### src/rtl/decode32_regfile.sv
// Decode-stage register file with writeback mux and immediate extender.
// Reads are combinational; one write per cycle on the rising clock edge.
module decode32_regfile #(
  parameter logic [31:0] SP_INIT = 32'h0000_7FFC
) (
  input  logic        clock,
  input  logic        reset_n,
  input  logic [31:0] Instruction,
  input  logic [31:0] ALU_Result,
  input  logic [31:0] mem_data,
  input  logic [31:0] PC_plus_4,
  input  logic        RegWrite,
  input  logic        RegDst,
  input  logic        MemtoReg,
  input  logic        Jal,
  output logic [31:0] Read_data_1,
  output logic [31:0] Read_data_2,
  output logic [31:0] Sign_extend
);

  logic [31:0] r_regs [32];

  logic [5:0]  w_op;
  logic [4:0]  w_rs;
  logic [4:0]  w_rt;
  logic [4:0]  w_rd;
  logic [15:0] w_imm;
  logic [4:0]  w_waddr;
  logic [31:0] w_wdata;
  logic        w_we;
  logic        w_zext;

  assign w_op  = Instruction[31:26];
  assign w_rs  = Instruction[25:21];
  assign w_rt  = Instruction[20:16];
  assign w_rd  = Instruction[15:11];
  assign w_imm = Instruction[15:0];

  always_comb begin
    w_zext = 1'b0;
    case (w_op)
      6'h0B, 6'h0C, 6'h0D, 6'h0E: w_zext = 1'b1;
      default:                    w_zext = 1'b0;
    endcase
  end

  assign Sign_extend = w_zext ? {16'h0000, w_imm}
                              : {{16{w_imm[15]}}, w_imm};

  always_comb begin
    w_waddr = w_rt;
    w_wdata = ALU_Result;
    if (Jal) begin
      w_waddr = 5'd31;
      w_wdata = PC_plus_4;
    end else begin
      if (RegDst)   w_waddr = w_rd;
      if (MemtoReg) w_wdata = mem_data;
    end
  end

  // $0 is never written, so it stays at its reset value of zero.
  assign w_we = (RegWrite || Jal) && (w_waddr != 5'd0);

  always_ff @(posedge clock or negedge reset_n) begin
    if (!reset_n) begin
      for (int i = 0; i < 32; i++)
        r_regs[i] <= (i == 29) ? SP_INIT : 32'd0;
    end else if (w_we) begin
      r_regs[w_waddr] <= w_wdata;
    end
  end

  assign Read_data_1 = (w_rs == 5'd0) ? 32'd0 : r_regs[w_rs];
  assign Read_data_2 = (w_rt == 5'd0) ? 32'd0 : r_regs[w_rt];

endmodule

### config.mk
export PLATFORM = sky130hd
export DESIGN_NAME = decode32_regfile
export DESIGN_NICKNAME = d
export VERILOG_FILES = /design/src/rtl/decode32_regfile.sv
export SDC_FILE = /design/constraint.sdc
export NUM_CORES = 2
export LEC_CHECK = 0
export BUFFER_PORTS_ARGS = -buffer_cell sky130_fd_sc_hd__buf_2
export CAP_MARGIN = 0
export CORE_AREA = 5 5 340 342
export CTS_BUF_LIST = sky130_fd_sc_hd__clkbuf_8
export DETAILED_ROUTE_END_ITERATION = 8
export DIE_AREA = 0 0 345 347
export PLACE_DENSITY = 0.66
export SYNTH_ARGS = -nofsm -noshare
export SYNTH_HDL_FRONTEND = slang
export SYNTH_SLANG_ARGS = --single-unit
### constraint.sdc
create_clock -name clock -period 4 [get_ports clock]
set_clock_uncertainty 0.05 [all_clocks]
set_input_delay 0.8 -clock clock [delete_from_list [all_inputs] [get_ports clock]]
set_output_delay 0.8 -clock clock [all_outputs]
set_load 0.01 [all_outputs]
# ---- Word level (Yosys, flattened, before mapping)
# Cells that the tools add are included.
# Widths: inputs -> output; s select.
dict set report op_classes {
  n_bitwise 3
  n_eq_ne 4
  reduce_logical 7
  mux 17
  order_cmp 4
}
# operator count
set ops {}
lappend ops {{$bwmux 1024} 1}
lappend ops {{$bmux 32 s5} 2}
lappend ops {{$mux 32} 10}
lappend ops {{$demux 32 s5} 1}
lappend ops {{$eq 6x4->1 const B} 4}
lappend ops {{$ge 6x6->1 const B} 3}
lappend ops {{$not 5->6} 3}
lappend ops {{$logic_not 5->1} 2}
lappend ops {{$mux 5} 2}
lappend ops {{$lt 6x1->1 const B} 1}
lappend ops {{$reduce_bool 5->1} 1}
lappend ops {{$reduce_or 4->1} 1}
lappend ops {{$logic_and 1x1->1} 2}
lappend ops {{$logic_or 1x1->1} 1}
lappend ops {{$mux 1} 1}
dict set report word_totals {
  ff_bits 1024
}

# ---- Depth between registers and ports, before layout
dict set report depth {
  depth_word 8
  mapped_depth 9
  ltp_nobuf 4
}

# ---- Worst setup path after synthesis
# No wires, ideal clock.
dict set report synth_timing {
  kind {input-to-output}
  start {in Instruction[16]}
  end {out Read_data_2[10]}
  cell_stages 6
  arrival_ns 2.763
  path_slack_ns 0.387
  cell_sequence {buf_2 > buf_4 > buf_1 > mux4_2 > a2111oi_0 > nor3_1}
}
dict set report synth_between {
  elab_chain_len 5
  elab_cells_between_ends 6
}
# item line
set synth_lines {}
lappend synth_lines {{from (decl)} 8} ;# input logic [31:0] Instruction,
lappend synth_lines {{$not 5->6 (not written as such)} 75} ;# assign Read_data_2 = (w_rt == 5'd0) ? 32'd0 : r_regs[w_rt];
lappend synth_lines {{$bmux 32 s5} 75}
lappend synth_lines {{$mux 32 (not written as such) (2 in series)} 75}
lappend synth_lines {{$mux 32 *} 75}
lappend synth_lines {{to (decl)} 17} ;# output logic [31:0] Read_data_2,
# Every way passes the cells marked *; elsewhere a longest branch is shown, timed or not. The select of a mux whose other input is x is not followed.

# ---- Final worst setup path
dict set report layout_timing {
  start {in Instruction[24]}
  end {out Read_data_1[4]}
}
dict set report layout_between {
  elab_chain_len 5
  elab_cells_between_ends 6
}
# item line
set layout_lines {}
lappend layout_lines {{$not 5->6 (not written as such)} 74} ;# assign Read_data_1 = (w_rs == 5'd0) ? 32'd0 : r_regs[w_rs];
lappend layout_lines {{$bmux 32 s5} 74}
lappend layout_lines {{$mux 32 (not written as such) (2 in series)} 74}
lappend layout_lines {{$mux 32 *} 74}
lappend layout_lines {{to (decl)} 16} ;# output logic [31:0] Read_data_1,
# Marks and branches as above.

==> impl_metrics.json <==
{
  "leakage_nw": 29.77,
  "end_kind": "output port",
  "ys_seq_area_share_pct": 46.21,
  "ant_nets": 0,
  "port_buffers": 207,
  "antenna_found_initial": 10,
  "total_power_mw": 28.53,
  "clkTransAtPathRegs_ns": 0.06,
  "reg2reg_slack_ns": 3.12,
  "start_util_pct": 49.52,
  "grt_start_max_net_pins": 87,
  "crit_path_cell_trace": "buf_2 -> buf_4 -> nor2_4 -> buf_4 -> a2111oi_0 -> nor3_1 -> buf_2",
  "pwr_density_cell_mw_per_mm2": 445.2,
  "fillCellCount": 9091,
  "clock_latency_ns": 0.83,
  "first_global_vias": 38680,
  "min_period_over_period_pct": 99.84,
  "worstSetupStartpointType": "input pin",
  "crit_required_ns": 3.15,
  "synth_area_mm2": 0.05549,
  "max_freq_mhz": 250.4,
  "final_hold_viol_count": 0,
  "drtIter0Drc": 3624,
  "hp-class": "reg -> reg",
  "cts_sinks": 1024,
  "place_congestion": 0.8825,
  "synth-seq-cells": 1024,
  "core_area_mm2": 0.1120,
  "cp_top_family": "simple AND/OR/NAND/NOR gates",
  "final-instance-count-excl-fill": 5681,
  "path_buf_inv": 4,
  "grt_remaining_overflow": 0,
  "grt.total_usage_pct": 30.22,
  "relSlewSlack_pct": 10.79,
  "setup_viol": 0,
  "syn_area_per_cell_um2": 14.66,
  "largest_registers": "r_regs (1024)",
  "wl_mm": 183.1,
  "tightestPinTransition_ns": 1.338,
  "wl_per_cell_um": 32.24,
  "drc_errors": 0,
  "outcome": "finished, final reports clean",
  "fin_area_mm2": 0.06407,
  "syn_nets": 3920,
  "yosys.cell_types.count": 59,
  "synth_edf_count": 0,
  "dieArea_mm2": 0.1197,
  "synthCells": 3786,
  "yosysWarnings": 0,
  "firstDrtPassIters": 7,
  "die_w_um": 345,
  "post-cts-setup-buffer-count": 0,
  "dp.cells": 5355,
  "arrival_ns": 3.14,
  "num_vias": 37590,
  "cap_violations": 0,
  "layout.nets": 4164,
  "pin_count": 230,
  "rsz0062_at_grt": "no",
  "dp_hpwl_mm": 116.5,
  "grt_pass1_wl_mm": 268.4,
  "clock_path_buffers": 3,
  "worstSetupPathType": "in -> out",
  "dpl_cell_area_mm2": 0.06035,
  "ys_dominant_reg_cell": "dfrtp_1",
  "regMostFlops": "r_regs",
  "cts_tree": "yes",
  "drive_gt1_share_pct": 50.89,
  "async_reset_ff_share_pct": 100.0,
  "synthToLayoutAreaGrowth_pct": 15.47,
  "period_minus_slack_ns": 3.993,
  "slowest_delay_ns": 0.71,
  "slowest_stage": "nor3_1",
  "slew_viol_final": 0,
  "fp.dieH_um": 347,
  "peakVddDrop_v": 0.0003282,
  "numCtsBuffers": 172,
  "cp_max_fo": 11,
  "clockRootBuffer": "clkbuf_8",
  "rows": 123,
  "setup_tns_ns": 0,
  "viasPerCell": 6.616,
  "cts_max_level": 4,
  "largest_reg_flops": 1024
}
-- Yosys cell counts (4+ instances only) --
master	number	area (um^2)
a21oi_1	19	95.09
nand2_1	54	202.7
buf_6	11	123.9
buf_4	55	412.9
or3b_2	5	43.79
mux2_2	742	8356
nand3b_1	7	52.55
o21ai_0	32	160.2
buf_2	126	630.6
clkbuf_1	267	1002
o22ai_1	62	387.9
nor2_1	7	26.28
mux4_2	386	8693
dfstp_2	13	341.6
and2_1	5	31.28
o221ai_1	60	525.5
mux2_1	171	1926
or3b_1	4	35.03
a22oi_1	18	135.1
a22o_1	103	902.1
mux2i_1	284	2843
nor2b_1	9	56.30
nor3_1	47	235.2
mux2_4	90	1351
buf_1	17	63.81
a2111oi_0	60	525.5
dfrtp_1	1011	25300
a211oi_1	65	488.0
-- stage by stage --
stage	hold WS [ns]	utilization, %	setup WS, ns
3_5_place_dp	0.3340	53.87	-0.2208
5_1_grt	0.3574	57.17	0.0003741
6_report	0.3482	57.19	0.006571
2_1_floorplan	0.3913	-	0.3875
3_3_place_gp	0.3284	53.87	-0.2339
4_1_cts	0.3476	57.13	0.001366
-- layer usage --
metal,GRT usage (%),vias up,wire (um)
met5,0,-,28
met4,10.90,4,6984
met3,8.170,396,17050
met2,46.86,1827,84090
met1,41.40,20090,74990
li1,-,15270,-
-- power breakdown --
part	switching [mW]	leakage (nW)	internal (mW)
logic	2.45	14.0	3.14
clock network	4.47	2.11	5.35
registers	1.15	13.6	12.0
total	8.06	29.8	20.5
-- placed cells by master, fill, tap and decap left out, drive strengths merged, types with 9 or more instances in the layout --
cell type and n:
buf 545, a21oi 21, or3b 9, a211oi 65, a22oi 18, inv 76
mux2 1003, nor3 50, mux4 386, dfrtp 1011, a2111oi 66, o22ai 62
o221ai 60, dfstp 13, nand2 57, mux2i 285, a22o 103, clkbuf 218
clkinv 16, nor2b 9, o21ai 33, nor2 9
-- logic make-up (layout without fill, tap and decap cells) --
kind of cell,Yosys count,count (layout),share of synthesized area (%)
buffers and inverters,480,868,4.054
AO/OA/AOI/OAI,445,445,6.323
multiplexers,1674,1674,41.78
AND/OR/NAND/NOR,162,162,1.615
XOR/XNOR,1,1,0.01579
other,0,7,0
flip-flops,1024,1024,46.21
-- worst paths after layout --
check | start | to | cells after the start
worst max-delay path | Instruction[24] | Read_data_1[4] | 7
worst max register to register | r_regs[821] | r_regs[821] | 1
worst min register to register | r_regs[1002] | r_regs[1002] | 0
max in group asynchronous | reset_n | r_regs[488] | 3
worst min-delay path | r_regs[1002] | r_regs[1002] | 0
min in group asynchronous | reset_n | r_regs[86] | 2
-- cell type report --
class                   count  area (um^2)  area share (%)
well taps                1500         1877           2.929
inverters                   3        11.26         0.01758
diodes                      7        17.52         0.02734
multi-input cells        2282        27980           43.67
clock buffers             217         2987           4.661
flip-flops and latches   1024        25640           40.02
clock inverters           101        649.4           1.014
repair buffers            547         4910           7.663
-- timing repair --
action,4_1_cts,5_1_grt
hold buffers,1,0
resized for setup,7,12
endpoints found under the setup margin,13,17
pin swaps,0,0
endpoints found under the hold margin,42,0
Power figures use the tool's default switching activity.
